`src/rtl/inc_jno_sequencer.sv`:
```
// inc_jno_sequencer: program reader/executor for a 4x2-bit ROM running INC, JNO and HLT on an accumulator.
// Define INSN_CNT_EN to add the retired-instruction counter port insn_count_o.
module inc_jno_sequencer #(
    parameter int ACC_W = 4,
    parameter int CNT_W = 8
) (
    input  logic             clk_i,
    input  logic             reset_i,
    input  logic             start_i,
    input  logic             instr_msb_i,
    input  logic             instr_lsb_i,
    output logic             sel1_o,
    output logic             sel2_o,
    output logic [ACC_W-1:0] acc_o,
    output logic             ovf_o,
    output logic             busy_o,
    output logic             halted_o,
`ifdef INSN_CNT_EN
    output logic             illegal_o,
    output logic [CNT_W-1:0] insn_count_o
`else
    output logic             illegal_o
`endif
);
    typedef enum logic [2:0] {IDLE, FETCH, EXEC, OPERAND, HALT} state_e;
    state_e state_q, state_d;
    logic [1:0] pc_q, pc_d, ir_q, ir_d;
    logic [ACC_W-1:0] acc_q, acc_d;
    logic ovf_q, ovf_d, ill_q, ill_d, accept;
`ifdef INSN_CNT_EN
    logic [CNT_W-1:0] cnt_q, cnt_d;
`endif
    always_ff @(posedge clk_i) begin
        if (reset_i) state_q <= IDLE;
        else state_q <= state_d;
    end
    assign accept = (state_q == IDLE || state_q == HALT) && start_i;
    always_comb begin
        state_d = state_q;
        case (state_q)
            IDLE, HALT: state_d = start_i ? FETCH : state_q;
            FETCH:      state_d = EXEC;
            EXEC:       state_d = ir_q == 2'b00 ? FETCH : ir_q == 2'b01 ? OPERAND : HALT;
            OPERAND:    state_d = FETCH;
            default:    state_d = IDLE;
        endcase
    end
    always_comb begin
        busy_o   = state_q == FETCH || state_q == EXEC || state_q == OPERAND;
        halted_o = state_q == HALT;
    end
    always_comb begin
        pc_d  = pc_q;
        ir_d  = ir_q;
        acc_d = acc_q;
        ovf_d = ovf_q;
        ill_d = ill_q;
`ifdef INSN_CNT_EN
        cnt_d = cnt_q;
        if (accept) cnt_d = '0;
        else if (state_q == EXEC) cnt_d = cnt_q + 1'b1;
`endif
        if (accept) begin
            pc_d  = 2'd0;
            acc_d = '0;
            ovf_d = 1'b0;
            ill_d = 1'b0;
        end else if (state_q == FETCH) begin
            ir_d = {instr_msb_i, instr_lsb_i};
        end else if (state_q == EXEC) begin
            if (ir_q == 2'b00) {ovf_d, acc_d} = {1'b0, acc_q} + 1'b1;
            if (ir_q[1] == 1'b0) pc_d = pc_q + 2'd1;
            if (ir_q == 2'b11) ill_d = 1'b1;
        end else if (state_q == OPERAND) begin
            // the operand word is the jump target, taken only while no overflow is pending
            pc_d = ovf_q ? pc_q + 2'd1 : {instr_msb_i, instr_lsb_i};
        end
    end
    always_ff @(posedge clk_i) begin
        if (reset_i) begin
            pc_q  <= 2'd0;
            ir_q  <= 2'd0;
            acc_q <= '0;
            ovf_q <= 1'b0;
            ill_q <= 1'b0;
        end else begin
            pc_q  <= pc_d;
            ir_q  <= ir_d;
            acc_q <= acc_d;
            ovf_q <= ovf_d;
            ill_q <= ill_d;
        end
    end
`ifdef INSN_CNT_EN
    always_ff @(posedge clk_i) begin
        if (reset_i) cnt_q <= '0;
        else cnt_q <= cnt_d;
    end
    assign insn_count_o = cnt_q;
`endif
    assign sel1_o    = pc_q[0];
    assign sel2_o    = pc_q[1];
    assign acc_o     = acc_q;
    assign ovf_o     = ovf_q;
    assign illegal_o = ill_q;
endmodule

```
`config.mk`:
```
export PLATFORM = sky130hd
export DESIGN_NAME = inc_jno_sequencer
export DESIGN_NICKNAME = d
export VERILOG_FILES = /design/src/rtl/inc_jno_sequencer.sv
export SDC_FILE = /design/constraint.sdc
export NUM_CORES = 1
export LEC_CHECK = 0
export CAP_MARGIN = 20
export CORE_AREA = 2 2 42 44
export DETAILED_ROUTE_END_ITERATION = 16
export DIE_AREA = 0 0 44 46
export HOLD_SLACK_MARGIN = 0.06
export PLACE_DENSITY_LB_ADDON = 0.12
export SYNTH_ARGS = -nofsm -noshare
export SYNTH_HDL_FRONTEND = slang
export SYNTH_SLANG_ARGS = --single-unit
```
`constraint.sdc`:
```
create_clock -name clk_i -period 4.6 [get_ports clk_i]
set_clock_uncertainty 0.1 [all_clocks]
set_input_delay 1.38 -clock clk_i [delete_from_list [all_inputs] [get_ports clk_i]]
set_output_delay 1.38 -clock clk_i [all_outputs]
set_load 0.005 [all_outputs]
```
==> results.yml, run 1 <==
status:
  outcome: "complete, no violations"
synthesis:
  synthMuxAreaShare_pct: 3.30
  syn_area_sq_um: 607
  yosys_warnings: 0
  synth-edff-count: 0
  synth-compound-area-share_pct: 9.28
  yosysTopAreaCell: "dfxtp_1"
  synthAdderAreaFrac_pct: 2.06
  yosys.cell_types.count: 25
  synth_top_family_by_area: "simple AND/OR/NAND/NOR gates"
  synthFlopType: "dfxtp_1"
  syn_inst: 68
  synth_seq_area_share_pct: 42.9
  yosys.area_share.simple_pct: 35.7
  avgSynthCellArea_sq_um: 8.92
  synth_area_leaders: "dfxtp_1 43%, nor2_1 5.6%, a21oi_1 4.9%"
  async_flop_share_pct: 0
  yosys.area.top_type_share_pct: 42.9
  yosys_register_bits: 13
  synth_xor_area_share_pct: 4.33
  synth_nets: 74
routing:
  vias: 509
  first_iter_violations: 7
  wire_per_inst_um: 11.1
  first_pass_iters: 3
  drt_wl_total_um: 1130
  viasPerCell: 4.99
  postRouteAntennaNets: 0
  drc: 0
job:
  drv_cap: 0
sta:
  setup_violations: 0
  fin_crit_ns: 2.96
  setup_slack_ns: 1.64
  worstMarginPinSlew_ns: 0.389
  fmax_mhz: 338
  slew_headroom_pct: 74.0
  post-route-period-util_pct: 64.3
  finalHoldViolCount: 0
  rsz0062_at_grt: "false"
  tns_ns: 0
  hold_ws_ns: 0.391
  drv_slew: 0
global_route:
  overflow: 0
  grtUsageTotal_pct: 13.9
  grt_pass1_vias: 443
  grt_pass1_wl_um: 1940
  grt_max_degree: 9
  antenna_found_initial: 0
clocking:
  holdBufCountCts: 0
  cts_tree: "built"
  cts_max_level: 1
  clk_pin_slew_ns: 0.07
  cts_buffer_depth: 2
  cts_setup_buffers: 0
  cts_made_buffers: 3
  cts_root_buf: "clkbuf_4"
  clock_latency_ns: 0.27
  cts_resized: 0
  cts.sinks: 13
final_layout:
  final_common_cell: "clkdlybuf4s50_1"
  final_cells: 102
  nets: 92
  area_growth_pct: 29.1
  diodes: 0
  layout_common_cells: "14 x clkdlybuf4s50_1, 13 x dfxtp_1, 9 x nor2_1"
  drive_gt1_share_pct: 10.6
  stdcell_area_sq_um: 783
critical_path:
  worstSetupPathType: "flip-flop to output pin"
  end_kind: "output pin"
  cp-start-kind: "flip-flop"
  worstPathRequired_ns: 3.12
  cp-startpoint: "state_q[0]"
  worstPathArrival_ns: 1.48
  crit-reg2reg-launch: "state_q[1]"
  cp_max_fo: 8
placed_design:
  placed_cell_area_sq_um: 757
  gp_congestion: 0.754
  place_inst: 98
  dpl_worst_slack_ns: 1.93
  hpwl_um: 882
  io_buffers: 14
floorplanning:
  die_area_sq_um: 2020
  die_y_um: 46
  io_pins: 15
  rows: 15
  start_util_pct: 37.6
  core-area_sq_um: 1610
  die_w_um: 44
power_and_ir_drop:
  peakVddDrop_mv: 0.244
  p_leak_nw: 0.276
  powerDensity_nw_per_um2: 274
worst_hold_path:
  hold_class: "flip-flop to flip-flop"
  hold_path.startpoint: "illegal_o"
[cell usage after synthesis, drive strengths merged, types with 3 or more instances]
| cell | number |
|---|---|
| nand2 | 6 |
| a21oi | 6 |
| dfxtp | 13 |
| a31oi | 3 |
| nor3b | 3 |
| nor2 | 10 |
| xor2 | 3 |
| nand3 | 4 |
[worst max-delay path, cell delays in order, from the launching register on]
cell and delay [ns]:
dfxtp_1 0.39, nor2_1 0.19, and2_1 0.14, clkdlybuf4s50_1 0.49
[area by class of cell]
type | count | area (sq um)
flip-flops and latches | 13 | 260
multi-input cells | 53 | 332
inverters | 1 | 3.75
fillers | 178 | 831
repair buffers | 14 | 140
well taps | 17 | 21.3
clock buffers | 4 | 26.3
[layer usage]
metal  up-vias  global-route usage (%)  share of wire (%)
met3         2                    7.14                5.6
met1       220                    17.8                 52
met4         0                    5.45                1.2
li1        276                       -                  -
met2        11                    19.7                 41
met5         -                       0                  0
[flip-flops by register name (all words and copies together) (netlist names)]
name / flops
acc_o: 4
state_q: 3
ir_q: 2
pc_q: 2
illegal_o: 1
ovf_o: 1
[power by group]
group	switching, mW	total, mW	leakage [nW]	internal [mW]
logic	0.0127	0.0264	0.155	0.0137
registers	0.00457	0.120	0.105	0.116
clock network	0.0343	0.0679	0.0150	0.0336
[worst paths after layout]
| kind | to | slack (ns) | depth (start not counted) |
|---|---|---|---|
| max reg2reg | pc_q[1] | 2.96 | 4 |
| min reg2reg | illegal_o | 0.39 | 2 |
| max | halted_o | 1.64 | 3 |
| min | illegal_o | 0.39 | 2 |
[per-stage QoR]
step                      util [%]  total power [mW]
final                         48.5             0.215
after global placement        46.9             0.150
after floorplan                  -             0.139
after CTS                     48.5             0.219
after global routing          48.5             0.231
after detailed placement      46.9             0.150
[logic make-up after synthesis]
kind of cell,count (synthesis)
AOI/OAI and AO/OA,10
xor gates and xnor gates,3
adders and majority gates,1
buffers and inverters,2
DFF,13
muxes,2
and+or+nand+nor,37
Note: power is estimated with default switching activity, not from simulation.
==> run 2, diff against run 1 <==
Clock period 4.6 ns to 3 ns, I/O delays scaled along.
==> results.yml, run 2 (synthesis results as in run 1) <==
critical_path:
  worstSetupPathType: "flip-flop to output pin"
  ff2ff_path_depth: 4
  cp-start-kind: "flip-flop"
  cp_max_fo: 8
  worstPathRequired_ns: 2.00
  worstPathArrival_ns: 1.48
  end_kind: "output pin"
global_route:
  grtUsageMet3_pct: 7.14
  grt_pass1_wl_um: 1920
  grtUsageTotal_pct: 13.5
  overflow: 0
  met1_usage_pct: 17.5
  grt_max_degree: 9
  antenna_found_initial: 0
  met2_usage_pct: 19.4
  grt_pass1_vias: 439
  grt_busiest_layer: "met2"
sta:
  rsz0062_at_grt: "false"
  fin_crit_ns: 2.48
  tns_ns: 0
  drv_slew: 0
  slew_headroom_pct: 75.2
  finalHoldViolCount: 0
  fmax_mhz: 404
  worstMarginPinSlew_ns: 0.371
  setup_violations: 0
  post-route-period-util_pct: 82.6
clocking:
  clk_pin_slew_ns: 0.07
  clock_latency_ns: 0.27
  cts_setup_buffers: 0
  cts_made_buffers: 3
  cts_max_level: 1
  holdBufCountCts: 0
  cts_resized: 0
  cts_root_buf: "clkbuf_4"
  cts_tree: "built"
  cts.sinks: 13
  cts_buffer_depth: 2
routing:
  postRouteAntennaNets: 0
  viasPerCell: 4.98
  vias: 508
  drt_wl_total_um: 1120
  wire_per_inst_um: 10.9
  drc: 0
  first_pass_iters: 4
  first_iter_violations: 7
power_and_ir_drop:
  peakVddDrop_mv: 0.359
  powerDensity_nw_per_um2: 420
  p_leak_nw: 0.276
  p_total_uw: 329
final_layout:
  final_common_cell: "clkdlybuf4s50_1"
  nets: 92
  fillCellCount: 166
  largest_register_ffs: 4
  layout_common_cells: "14 x clkdlybuf4s50_1, 13 x dfxtp_1, 9 x nor2_1"
  drive_gt1_share_pct: 10.6
  area_growth_pct: 29.1
  diodes: 0
floorplanning:
  die_y_um: 46
  start_util_pct: 37.6
  die_w_um: 44
  core-area_sq_um: 1610
  io_pins: 15
  rows: 15
  die_area_sq_um: 2020
placed_design:
  gp_congestion: 0.754
  io_buffers: 14
  hpwl_um: 877
status:
  outcome: "complete, no violations"
worst_hold_path:
  hold_class: "flip-flop to flip-flop"
  hold_depth: 2
job:
  drv_cap: 0
==> run 2: cell counts in the layout (fill, tap and decap cells not counted) <==
Identical to the previous run, type by type.
==> run 2: worst paths after layout <==
path,start,to,slack (ns)
min reg2reg,illegal_o,illegal_o,0.39
max reg2reg,state_q[1],pc_q[1],1.33
min,illegal_o,illegal_o,0.39
max,state_q[0],halted_o,0.52
==> run 2: through the flow <==
step / setup WS [ns] / area (sq um) / utilization, % / hold WS [ns] / std cells
after floorplan: 1.31 / 607 / - / 0.361 / 68
after global placement: 0.823 / 757 / 46.9 / 0.369 / 98
after detailed placement: 0.808 / 757 / 46.9 / 0.379 / 98
after CTS: 0.507 / 783 / 48.5 / 0.394 / 102
after global routing: 0.414 / 783 / 48.5 / 0.437 / 102
final: 0.522 / 783 / 48.5 / 0.389 / 102
==> run 2: layout make-up <==
cell class                 count  area, sq um  area share (%)
multi-input combinational     53          332            42.3
timing repair buffer          14          140            17.9
inverter                       1         3.75           0.479
tap                           17         21.3            2.72
sequential                    13          260            33.2
clock buffer                   4         26.3            3.35
==> run 2: where the power goes <==
group | total, mW | internal [mW] | switching, mW
Combinational | 0.0408 | 0.0210 | 0.0198
Sequential | 0.184 | 0.177 | 0.00699
Clock | 0.104 | 0.0515 | 0.0526
Total | 0.329 | 0.250 | 0.0794
==> run 2: critical path: stages, from the launching register on <==
cell and delay [ns]:
dfxtp_1 0.39, nor2_1 0.19, and2_1 0.14, clkdlybuf4s50_1 0.49
==> run 2: metal layers <==
layer,vias up,wire length (um)
li1,275,-
met1,220,585
met2,11,455
met3,2,60
met4,0,14
met5,-,0
==> run 3, diff against run 2 <==
Clock period 3 ns to 2.1 ns, I/O delays scaled along.
==> results.yml, run 3 (synthesis results as in run 1) <==
power_and_ir_drop:
  power_frac_clock_pct: 30.7
  peakVddDrop_mv: 0.390
  p_leak_nw: 0.308
  combPwrFrac_pct: 14.1
  p_total_uw: 474
  powerDensity_nw_per_um2: 583
  power.switching_uw: 113
  p_int_uw: 361
  pwr-share-seq_pct: 55.1
  power_switching_share_pct: 23.9
final_layout:
  multiInputGateArea_sq_um: 339
  layout_common_cells: "13 x clkdlybuf4s50_1, 11 x dfxtp_1, 8 x nor2_1"
  final_cells: 104
  area_growth_pct: 34.0
  nets: 94
  fillCellCount: 159
  final_common_cell: "clkdlybuf4s50_1"
  largest_register_ffs: 4
  diodes: 0
  final-seq-area_sq_um: 265
  drive_gt1_share_pct: 16.1
critical_path:
  worstPathArrival_ns: 1.28
  end_kind: "output pin"
  cp-start-kind: "flip-flop"
  ff2ff_path_depth: 5
  worstSetupPathType: "flip-flop to output pin"
  crit-reg2reg-launch: "state_q[0]"
  worstPathRequired_ns: 1.37
  cp_max_fo: 6
  reg2reg_slack_ns: 0.39
  r2r-end: "pc_q[1]"
clocking:
  cts_root_buf: "clkbuf_4"
  cts_tree: "built"
  clk_pin_slew_ns: 0.07
  clock_latency_ns: 0.27
  cts_max_level: 1
  cts_setup_buffers: 0
  cts.sinks: 13
  cts_made_buffers: 3
  cts_buffer_depth: 2
placed_design:
  hpwl_um: 886
  gp_congestion: 0.740
  io_buffers: 14
  place_inst: 100
status:
  outcome: "complete, no violations"
floorplanning:
  start_util_pct: 37.6
  die_w_um: 44
  rows: 15
  die_y_um: 46
  core-area_sq_um: 1610
  die_area_sq_um: 2020
  io_pins: 15
sta:
  post-route-period-util_pct: 95.6
  drv_slew: 0
  worstMarginPinSlew_ns: 0.378
  finalHoldViolCount: 0
  slew_headroom_pct: 74.7
  fin_crit_ns: 2.01
  fmax_mhz: 498
  setup_violations: 0
  rsz0062_at_grt: "false"
  tns_ns: 0
  hold_ws_ns: 0.388
routing:
  drt_wl_total_um: 1150
  postRouteAntennaNets: 0
  viasPerCell: 5.15
  wire_per_inst_um: 11.0
  first_pass_iters: 4
  drc: 0
  first_iter_violations: 4
  vias: 536
worst_hold_path:
  hold_depth: 2
  hold_class: "flip-flop to flip-flop"
  holdPathEnd: "illegal_o"
  hold_path.startpoint: "illegal_o"
global_route:
  grt_max_degree: 9
  overflow: 0
  antenna_found_initial: 0
  grt_pass1_vias: 446
  grt_pass1_wl_um: 1900
  grtUsageTotal_pct: 13.3
job:
  drv_cap: 0
## run 3: worst max path at each step
| stage | from | end | cells past startpoint |
|---|---|---|---|
| global route | state_q[0] | busy_o | 3 |
| global placement | state_q[1] | halted_o | 3 |
| finish | state_q[1] | busy_o | 3 |
| floorplan | state_q[1] | pc_q[1] | 4 |
| detailed placement | state_q[1] | halted_o | 3 |
| CTS | state_q[1] | halted_o | 3 |
## run 3: cell type report
type                            count  area share [%]
Multi-Input combinational cell     53            41.7
Sequential cell                    13            32.6
Timing Repair Buffer               16            19.4
Clock buffer                        4            3.23
Tap cell                           17            2.62
Inverter                            1           0.462
## run 3: power by group through the flow
stage          clock network, mW  logic, mW  registers (mW)
2_1_floorplan                  0     0.0382           0.267
3_3_place_gp                   0     0.0658           0.266
3_5_place_dp                   0     0.0658           0.266
4_1_cts                    0.153     0.0675           0.262
5_1_grt                    0.170     0.0745           0.263
6_report                   0.146     0.0670           0.262
## run 3: what timing repair did
action / 4_1_cts / 5_1_grt
gates cloned: 0 / 0
gates resized for setup: 5 / 1
endpoints found under the setup margin: 2 / 1
hold buffers: 0 / 0
## run 3: critical path, cell delays in order, from the launching register on
cell and delay [ns]:
dfxtp_4 0.39, nor2_4 0.04, nor2_1 0.08, clkdlybuf4s50_1 0.50
## run 3: stage by stage
step | area, sq um | worst slack (ns) | utilization [%]
2_1_floorplan | 607 | 0.585 | -
3_3_place_gp | 772 | 0.231 | 47.8
3_5_place_dp | 772 | 0.230 | 47.8
4_1_cts | 811 | 0.0127 | 50.2
5_1_grt | 813 | 0.0199 | 50.4
6_report | 813 | 0.0914 | 50.4
## run 3: routing by layer
metal	global-route usage, %	vias to the layer above	wire length, um
li1	-	284	-
met1	16.7	239	583
met2	18.8	11	485
met3	7.14	2	62
met4	5.45	0	14
met5	0	-	0
